==> src/rtl/cpu_pkg.sv <==
// Shared definitions for the 4-bit microcoded CPU:
// control-word bit map, ALU select width and phase encodings.
package cpu_pkg;

    localparam int CW_W         = 13;
    localparam int CW_INCPC     = 12;
    localparam int CW_LOADPC    = 11;
    localparam int CW_LOADA     = 10;
    localparam int CW_LOADFLAGS = 9;
    localparam int CW_S_HI      = 8;
    localparam int CW_S_LO      = 6;
    localparam int CW_CSRAM     = 5;
    localparam int CW_WERAM     = 4;
    localparam int CW_OEALU     = 3;
    localparam int CW_OEIN      = 2;
    localparam int CW_OEOPRND   = 1;
    localparam int CW_LOADOUT   = 0;

    localparam int ALU_SEL_W = CW_S_HI - CW_S_LO + 1;

    typedef enum logic {
        PH_FETCH = 1'b0,
        PH_EXEC  = 1'b1
    } phase_t;

endpackage

==> src/rtl/uc_sequencer_pc_counter.sv <==
// Program counter register: load beats increment,
// both gated by enable, asynchronous active-high reset.
module pc_counter #(
    parameter int PC_W = 12
) (
    input  logic            clk,
    input  logic            reset,
    input  logic            en,
    input  logic            load,
    input  logic            inc,
    input  logic [PC_W-1:0] d,
    output logic [PC_W-1:0] q
);

    always_ff @(posedge clk or posedge reset) begin
        if (reset) begin
            q <= '0;
        end else if (en) begin
            if (load) begin
                q <= d;
            end else if (inc) begin
                q <= q + 1'b1;
            end
        end
    end

endmodule

==> src/rtl/uc_sequencer.sv <==
// Fetch/execute sequencer: PC, phase, fetch register and flags,
// microcode address generation and enable-gated datapath strobes.
import cpu_pkg::*;

module uc_sequencer #(
    parameter int PC_W = 12,
    parameter int CW_W = cpu_pkg::CW_W
) (
    input  logic                 clk,
    input  logic                 reset,
    input  logic                 en,
    input  logic [7:0]           prog_data,
    input  logic [CW_W-1:0]      ctrl,
    input  logic                 alu_c,
    input  logic                 alu_z,
    output logic [PC_W-1:0]      prog_addr,
    output logic [6:0]           uc_addr,
    output logic                 phase,
    output logic [3:0]           instr,
    output logic [3:0]           oprnd,
    output logic                 flag_c,
    output logic                 flag_z,
    output logic [ALU_SEL_W-1:0] alu_sel,
    output logic                 load_a,
    output logic                 ram_cs,
    output logic                 ram_we,
    output logic                 oe_alu,
    output logic                 oe_in,
    output logic                 oe_oprnd,
    output logic                 load_out
);

    phase_t          ph_q;
    logic [PC_W-1:0] jump_tgt;

    // Jump target: operand latched at fetch plus second program byte.
    assign jump_tgt = PC_W'({oprnd, prog_data});

    pc_counter #(
        .PC_W(PC_W)
    ) u_pc (
        .clk  (clk),
        .reset(reset),
        .en   (en),
        .load (ctrl[CW_LOADPC]),
        .inc  (ctrl[CW_INCPC]),
        .d    (jump_tgt),
        .q    (prog_addr)
    );

    always_ff @(posedge clk or posedge reset) begin
        if (reset) begin
            ph_q   <= PH_FETCH;
            instr  <= '0;
            oprnd  <= '0;
            flag_c <= 1'b0;
            flag_z <= 1'b0;
        end else if (en) begin
            ph_q <= (ph_q == PH_FETCH) ? PH_EXEC : PH_FETCH;
            if (ph_q == PH_FETCH) begin
                {instr, oprnd} <= prog_data;
            end
            if (ctrl[CW_LOADFLAGS]) begin
                flag_c <= alu_c;
                flag_z <= alu_z;
            end
        end
    end

    assign phase   = ph_q;
    assign uc_addr = {instr, flag_c, flag_z, phase};
    assign alu_sel = ctrl[CW_S_HI:CW_S_LO];

    assign load_a   = en & ctrl[CW_LOADA];
    assign ram_cs   = en & ctrl[CW_CSRAM];
    assign ram_we   = en & ctrl[CW_WERAM];
    assign oe_alu   = en & ctrl[CW_OEALU];
    assign oe_in    = en & ctrl[CW_OEIN];
    assign oe_oprnd = en & ctrl[CW_OEOPRND];
    assign load_out = en & ctrl[CW_LOADOUT];

endmodule

==> config.mk <==
export PLATFORM = sky130hd
export DESIGN_NAME = uc_sequencer
export DESIGN_NICKNAME = d
export VERILOG_FILES = /design/src/rtl/cpu_pkg.sv /design/src/rtl/uc_sequencer_pc_counter.sv /design/src/rtl/uc_sequencer.sv
export SDC_FILE = /design/constraint.sdc
export NUM_CORES = 1
export LEC_CHECK = 0
export ABC_AREA = 0
export CAP_MARGIN = 15
export CORE_MARGIN = 5
export CORE_UTILIZATION = 43
export DETAILED_ROUTE_END_ITERATION = 12
export PLACE_DENSITY = 0.93
export SLEW_MARGIN = 10
export SYNTH_ARGS = -nofsm -noshare
export SYNTH_HDL_FRONTEND = slang
export SYNTH_HIERARCHICAL = 1
export SYNTH_SLANG_ARGS = --single-unit
==> constraint.sdc <==
create_clock -name clk -period 2.8 [get_ports clk]
set_input_delay 0.56 -clock clk [delete_from_list [all_inputs] [get_ports clk]]
set_output_delay 0.56 -clock clk [all_outputs]
set_load 0.05 [all_outputs]
==> results of run 1 <==
-- flip-flops by register name, summed over array words and instances, names as in the netlist --
register	cells
flag_c	1
instr	4
oprnd	4
flag_z	1
phase	1
u_pc/q	12
-- worst reg2reg max path, cell delays in order (launching register included) --
cell	delay, ps
sky130_fd_sc_hd__dfrtp_1	500
sky130_fd_sc_hd__ha_1	250
sky130_fd_sc_hd__nand3_1	220
sky130_fd_sc_hd__nor2_1	240
sky130_fd_sc_hd__a311oi_1	120
sky130_fd_sc_hd__nor3_1	210
-- cells by family (layout without fill, tap and decap cells) --
| group | after synthesis | in the layout | share of synthesized area (%) |
|---|---|---|---|
| xor+xnor | 1 | 1 | 0.638 |
| simple gates | 36 | 36 | 17.4 |
| mux | 15 | 15 | 14.0 |
| fa+ha+maj | 1 | 1 | 0.911 |
| compound gates | 35 | 35 | 15.4 |
| buf+inv | 21 | 71 | 9.66 |
| flops | 23 | 23 | 41.9 |
-- routing by layer --
layer  global-route usage [%]  vias up
met2                     30.9       71
li1                         -      570
met5                        0        -
met4                     3.05        0
met1                     21.4      579
met3                     4.22        2
-- metrics by stage --
stage                     util (%)  setup slack [ps]  total power [W]  area [um2]
final                         66.1               497          0.00196        2020
after global routing          66.1               424          0.00205        2020
after CTS                     66.1               476          0.00197        2020
after detailed placement      65.3               469          0.00182        1990
after global placement        65.3               490          0.00179        1990
after floorplan                  -              1100          0.00145        1370
-- Yosys cell counts, drive strengths merged --
cell type  number  area (um2)
and2            7        52.6
a221oi          1        15.0
nor2            2        7.51
inv             6        22.5
and3            1        7.51
mux2           10         143
or3             1        6.26
dfrtp          23         576
nand2b          1        6.26
nor4            3        25.0
nand3           2        10.0
o21a            1        7.51
nor3b           2        15.0
o31ai           1        7.51
ha              1        12.5
nand2           8        30.0
clkbuf          2        7.51
nor2b           1        13.8
o2bb2ai         2        17.5
or4             1        7.51
a31oi           2        12.5
nand4           3        33.8
a311oi          1        8.76
nor4b           1        8.76
o22ai           2        12.5
o21ai          14        70.1
a22oi           2        15.0
a21oi           9        45.0
nor3            3        15.0
mux2i           5        50.1
xor2            1        8.76
buf            13         103
-- placed cells by master (no fill, tap or decap), types with 2 or more instances in the layout --
master	instances
sky130_fd_sc_hd__o21ai_0	13
sky130_fd_sc_hd__mux2_2	2
sky130_fd_sc_hd__clkbuf_4	3
sky130_fd_sc_hd__buf_12	7
sky130_fd_sc_hd__inv_1	6
sky130_fd_sc_hd__nand4_1	2
sky130_fd_sc_hd__mux2_4	8
sky130_fd_sc_hd__a22oi_1	2
sky130_fd_sc_hd__nand3_1	2
sky130_fd_sc_hd__nand2_1	8
sky130_fd_sc_hd__nor4_1	2
sky130_fd_sc_hd__a31oi_1	2
sky130_fd_sc_hd__nor3_1	3
sky130_fd_sc_hd__o22ai_1	2
sky130_fd_sc_hd__a21oi_1	9
sky130_fd_sc_hd__dfrtp_1	23
sky130_fd_sc_hd__nor3b_1	2
sky130_fd_sc_hd__buf_4	2
sky130_fd_sc_hd__mux2i_1	5
sky130_fd_sc_hd__nor2_1	2
sky130_fd_sc_hd__and2_2	7
sky130_fd_sc_hd__clkdlybuf4s50_1	52
sky130_fd_sc_hd__o2bb2ai_1	2
-- worst max path at each step --
stage / endpoint / slack, ps / depth (start not counted) / startpoint
3_3_place_gp: oe_in / 490 / 3 / en
3_5_place_dp: oe_in / 470 / 3 / en
4_1_cts: oe_in / 480 / 3 / en
5_1_grt: oe_in / 420 / 3 / en
2_1_floorplan: u_pc/q[7]$_DFFE_PP0P_ / 1100 / 4 / u_pc/q[2]$_DFFE_PP0P_
6_report: oe_in / 500 / 3 / en
-- power by group through the flow --
stage          combinational (W)  sequential [W]  clock [W]
5_1_grt                  0.00127        0.000612   0.000170
3_5_place_dp             0.00123        0.000592          0
3_3_place_gp             0.00121        0.000581          0
4_1_cts                  0.00124        0.000586   0.000152
6_report                 0.00122        0.000585   0.000149
2_1_floorplan           0.000487        0.000965          0
-- area by class of cell --
type | count | area (um2)
Timing Repair Buffer | 61 | 676
Multi-Input combinational cell | 88 | 664
Sequential cell | 23 | 576
Clock buffer | 4 | 26.3
Fill cell | 257 | 1030
Inverter | 6 | 22.5
Tap cell | 44 | 55.1
==> results summary, run 1 <==
Counting every net in the synthesized netlist gives between 150 and 200. The max-cap violation count came out at 0. The end point of the worst hold path is flag_c$_DFFE_PP0P_. The clock period minus worst slack came out at 2300 ps.

The DRC violations left came out at 0. The run finished with clean final reports. At the later pin of the worst-skew pair, clock insertion delay measures approximately 300 ps. The height of the die came out at 66.5 um. Grouping stages by cell kind, the critical path spends the most delay in buffers and inverters.

For this block, the via count after detailed routing is ~1,200. The number of cells produced by synthesis is about 130. Detailed routing placed a total of approximately 340 um of wire on met3. For the pin with the worst max-slew slack, the measured transition is approximately 520 ps. The congestion estimate from routability-driven global placement came to slightly above 0.8. The number of cell rows is 20. For this run, the detailed router's first-pass iteration total came to 4. The cell at the root of the clock tree is sky130_fd_sc_hd__clkbuf_4. For the worst setup path, the data arrival time is about 1700 ps. The total setup violations reported at the end of the flow is 0. The number of antenna violations at the first check in global routing is 0. The number of routed nets with antenna violations is 0. The first-pass GRT wire length is 6.03 mm. The final layout net count came out at 210. The routed via count divided by cell count came out at roughly 5.4. The violation count after the first detailed-routing iteration came out at 40. A synthesized cell averages 10.4 um2.

The final layout contains routed wiring with a total length of 3.66 mm. The net switching component of the power is around 0.001 W. The boundary pin count is 66. The switching share of total power is 51.2%. The maximum resistive drop on vdd is around 570 uV. Input and output buffers added on the ports amount to approximately 60. The number of setup buffers added after CTS is 0. The relative slew slack is around 65%. The total core area came out at between 3000 and 4000 um2. The growth of design area from synthesis to finish came out at 47.1%.

The standby leakage power came out at between 0.8 and 0.9 nW. The share of the cycle needed by the critical path after routing is about 82%. The number of clock sinks came out at 23. The number of warnings reported in the yosys synthesis log came out at 6. The overall overflow remaining after global route is 0. The relative contribution of combinational cells to total power is 62.5%.

The number of cells on the worst hold path came out at 1. The total global routing track utilization came out at between 15 and 20%. The floorplan die area is about 4400 um2. The sequential fraction of design power is between 20% and 30%. The largest net degree at the start of global routing is 18.

The number of global-route vias before repair is about 1,300. After routing, the total negative slack on setup checks comes to 0 ps. The number of hold-slack violations in the final timing report came out at 0.

The clock input transition at the sequential cells of the worst setup and hold paths is ~120 ps. The final HPWL from detailed placement came out at roughly 2.9 mm. The worst register-to-register path ends at u_pc/q[8]$_DFFE_PP0P_.

The hold buffer count at cts is 0. Walking the worst path, the cells encountered are clkdlybuf4s50_1 > and2_2 > buf_12. The total buffers and inverters traversed by the critical path is 2. The cell-internal power is 0.000957 W. The number of antenna diodes came out at 0.

The register area share after synthesis is a little over two fifths. The deepest level of the CTS H-tree came out at 1. The worst hold path startpoint is flag_c$_DFFE_PP0P_. For the worst flop-to-flop path, the logic depth is 5.

Counting flops and latches in the post-synthesis netlist gives 23. The finished layout holds about 230 standard cells, fillers aside. The count of different cell masters after synthesis came out at 38. TritonCTS built the clock tree.

The uppermost layer routed is met4. The power density over cell area came out at 970 nW/um2. On the critical path, the stage with the largest delay is an instance of sky130_fd_sc_hd__clkdlybuf4s50_1. After detailed routing, the wire length on met1 is between 1.5 and 2 mm. The worst setup path is captured at an output pin. Across the routed clock network, the largest skew measured is 6.52 ps. The required time reported for the critical path endpoint came out at approximately 2200 ps. The cell total after placement is 222.

The share of total power dissipated in the clock network is 7.6%. Once the floorplan was initialized, standard cells occupied between 40 and 50% of the core. The path category of the worst min-delay check is flop to flop. The total met2 wirelength after detailed routing is 1.75 mm. Setup repair after global routing left no endpoint under its margin.

The largest fanout on the critical path is 17. The post-synthesis cell area came out at between 1000 and 1500 um2. The CTS buffer count is 3. The max-slew violation count is 0. The smallest hold slack came out at approximately 550 ps. The post-cts repair resize count came out at 0. The average detailed-routed wire length per instance came out at about 16 um. STA classifies the critical path startpoint as a primary input. The clock passes through at most 2 buffers. The register-to-register path setup slack came out at between 1000 and 1500 ps. Static timing analysis puts the maximum clock frequency at approximately 430 MHz. The worst register-to-register path begins at u_pc/q[0]$_DFFE_PP0P_. Of the cells placed in the final design, the portion with a size suffix greater than 1 is between 10% and 20%.

The die is around 66 um wide. The critical path class is primary input to output pin. On the worst path, the slowest cell contributes a delay of slightly below 800 ps.
No activity file was read; power rests on OpenSTA's default activity.
==> inputs of run 2 (changes only) <==
Settings changed: CORE_UTILIZATION 43 to 40, PLACE_DENSITY 0.93 to 0.88.
Clock period 2.8 ns to 2.34 ns, I/O delays scaled along.
==> run 2 against run 1 <==
Routed wire length shrank 2.9%. Power is 20% higher. Flip-flop and latch count unchanged. Sequential power rose by 21%. First-iteration DRC count up 7.5%. Critical path type is now flop to output pin. Hold slack got worse by 97 ps. Design area grew 0.56%.
==> results summary, run 2 (synthesis results as in run 1) <==
Result of the run: completed (unchanged). The height of the die is 68.6 um (was 66.5 um). The cell total after placement is 225 (was 222). The hold buffer count at cts is 0 (unchanged). The number of buffers inserted to repair setup after CTS came out at 0 (unchanged). The clock tree from TritonCTS is done (unchanged). The worst clock skew came out at 4.65 ps (was 6.52 ps).

Largest registers: u_pc/q: 12 flops, instr: 4 flops, oprnd: 4 flops (unchanged). The CTS buffer count is 3 (unchanged). The required time reported for the critical path endpoint came out at 1870 ps (was 2240 ps).

Critical path cell sequence: clkdlybuf4s50_1 (was clkdlybuf4s50_1 > and2_2 > buf_12). The number of vias in the routed layout is 1,214 (was 1,222). The number of flip-flops in the largest register is 12 (unchanged). Top library cells by usage in the layout, fill and taps aside: sky130_fd_sc_hd__clkdlybuf4s50_1 (52), sky130_fd_sc_hd__dfrtp_1 (23), sky130_fd_sc_hd__o21ai_0 (13), sky130_fd_sc_hd__a21oi_1 (9) (unchanged).

The number of antenna diodes came out at 0 (unchanged). The final cell count without fillers came out at 229 (was 226). The violation count after the first detailed-routing iteration is 43 (was 40). The logic depth of the worst register-to-register path is 5 (unchanged). The growth of design area from synthesis to finish came to 47.9% (was 47.1%).

For this run, the top clock speed supported by timing is around 470 MHz. The number of cell rows was 21 (was 20). The critical path launch point is u_pc/q[6]$_DFFE_PP0P_ (was en).

The maximum resistive drop on vdd came to 396 uV (was 570 uV). The kind of start point of the critical path is a flop (was primary input). The total buffers and inverters traversed by the critical path was 1 (was 2). The share of layout cells above drive strength 1 is 19.7% (was 18.7%). The max-slew violation count came out at 0 (unchanged).

The source of the worst register-to-register timing path is u_pc/q[0]$_DFFE_PP0P_ (unchanged). Dividing the final minimum period by the clock period gives between 90 and 100%. The summed area of non-filler cells in the final layout was 2030 um2 (was 2020 um2). The number of global-route vias before repair came out at 1,106 (was 1,252). The effective utilization at floorplan is 41.1% (was 45.0%). The wire length after detailed routing is 3.56 mm (was 3.66 mm). The total negative slack for setup checks came out at 0 ps (unchanged). The total setup violations reported at the end of the flow was 0 (unchanged). The number of routed nets with antenna violations came out at 0 (unchanged). The endpoint of the worst-slack reg-to-reg timing path is u_pc/q[8]$_DFFE_PP0P_ (unchanged).

The cell at the root of the clock tree was sky130_fd_sc_hd__clkbuf_4 (unchanged). The filler cell count in the final layout is 275 (was 257). The standby leakage power is 0.828 nW (was 0.820 nW). RSZ-0062 raised after global routing: no (unchanged).

The relative slew slack came out at 65.7% (was 65.3%). The boundary pin count came out at 66 (unchanged). The average detailed-routed wire length per instance is 15.5 um (was 16.2 um). The clock input transition at the sequential cells of the worst setup and hold paths is 130 ps (was 120 ps). The worst slack at placement came out at 242 ps (was 469 ps). The number of hold-slack violations in the final timing report is 0 (unchanged). The critical path class is flop to output pin (was primary input to output pin). The number of buffers on the longest clock path is 2 (unchanged). The post-cts repair resize count is 0 (unchanged). The DRC violations left was 0 (unchanged). The routed design could run at a clock period as short as 2140 ps. The weighted congestion at the end of routability-driven global placement is 0.871 (was 0.816).

The number of antenna violations at the first check in global routing came out at 0 (unchanged). The transition time of the tightest slew-check pin was 512 ps (was 519 ps). The delay of the slowest cell on the worst path is 860 ps (was 770 ps).

The post-detailed-placement cell area is 2000 um2 (was 1990 um2). The total global routing track utilization came out at 15.3% (was 17.4%). The kind of cell adding the most delay to the critical path is buffers and inverters (unchanged). The worst setup margin is 200 ps (was 497 ps).

The floorplan die area was 4700 um2 (was 4420 um2). The final layout net count came out at 211 (was 210). The largest fanout on the critical path came out at 8 (was 17). The total core area is 3340 um2 (was 3050 um2).

The worst endpoint data arrival time is 1670 ps (was 1740 ps). The max-cap violation count was 0 (unchanged). The number of clock sinks came out at 23 (unchanged).

The deepest level of the CTS H-tree is 1 (unchanged). The area of combinational cells with multiple inputs is 664 um2 (unchanged). The most flop-heavy register was u_pc/q (unchanged).

The most common cell after layout, fill and taps aside is sky130_fd_sc_hd__clkdlybuf4s50_1 (unchanged). The worst-skew pair later-pin latency came out at 310 ps (was 300 ps). The final HPWL from detailed placement is 2.86 mm (was 2.90 mm). The largest net degree at the start of global routing came out at 15 (was 18). The number of detailed-routing iterations run before antenna repair came to 4 (unchanged). The overall overflow remaining after global route came out at 0 (unchanged). The cell with the largest stage delay on the worst path is sky130_fd_sc_hd__clkdlybuf4s50_1 (unchanged). The power density over cell area is 1160 nW/um2 (was 970 nW/um2). The routed via count divided by cell count came to 5.30 (was 5.41). The total of buffers placed on input and output ports came out at 59 (unchanged). The path category of the worst min-delay check is primary input to async pin (was flop to flop). The endpoint type of the worst setup path is an output pin (unchanged). The flip-flop and latch area is 576 um2 (unchanged). The width of the chip is 68.6 um (was 66.5 um). The first-pass GRT wire length came to 5.42 mm (was 6.03 mm).

The register-to-register path setup slack is 720 ps (was 1180 ps).
## run 2: worst max-delay path by stage
stage	end	slack (ps)	depth (start not counted)
2_1_floorplan	u_pc/q[7]$_DFFE_PP0P_	640	4
3_3_place_gp	u_pc/q[7]$_DFFE_PP0P_	330	5
3_5_place_dp	instr[2]$_DFFE_PP0P_	240	3
4_1_cts	prog_addr[6]	200	1
5_1_grt	prog_addr[2]	120	1
6_report	prog_addr[6]	200	1
## run 2: layout make-up
cell class	count	area share (%)
multi-input cells	88	32.7
flip-flops and latches	23	28.3
clock inverters	1	0.246
clock buffers	3	1.11
repair buffers	62	33.6
well taps	46	2.83
inverters	6	1.11
## run 2: power breakdown
part / internal [W] / leakage (nW) / switching, W
sequential: 0.000532 / 0.271 / 0.000174
clock: 0.0000637 / 0.0177 / 0.000119
combinational: 0.000546 / 0.539 / 0.000915
## run 2: metrics by stage
step / total power, W / hold WS (ps) / util [%]
after CTS: 0.00237 / 454 / 60.9
after detailed placement: 0.00218 / 528 / 60.0
after floorplan: 0.00174 / 320 / -
after global routing: 0.00246 / 491 / 60.9
final: 0.00235 / 451 / 60.9
after global placement: 0.00216 / 512 / 60.0
## run 2: per-layer routing
metal | up-vias | part of all wire (%) | global-route usage (%)
li1 | 574 | - | -
met1 | 566 | 41 | 18.3
met2 | 72 | 48 | 26.6
met3 | 2 | 11 | 4.54
met4 | 0 | 0.34 | 3.72
met5 | - | 0 | 0
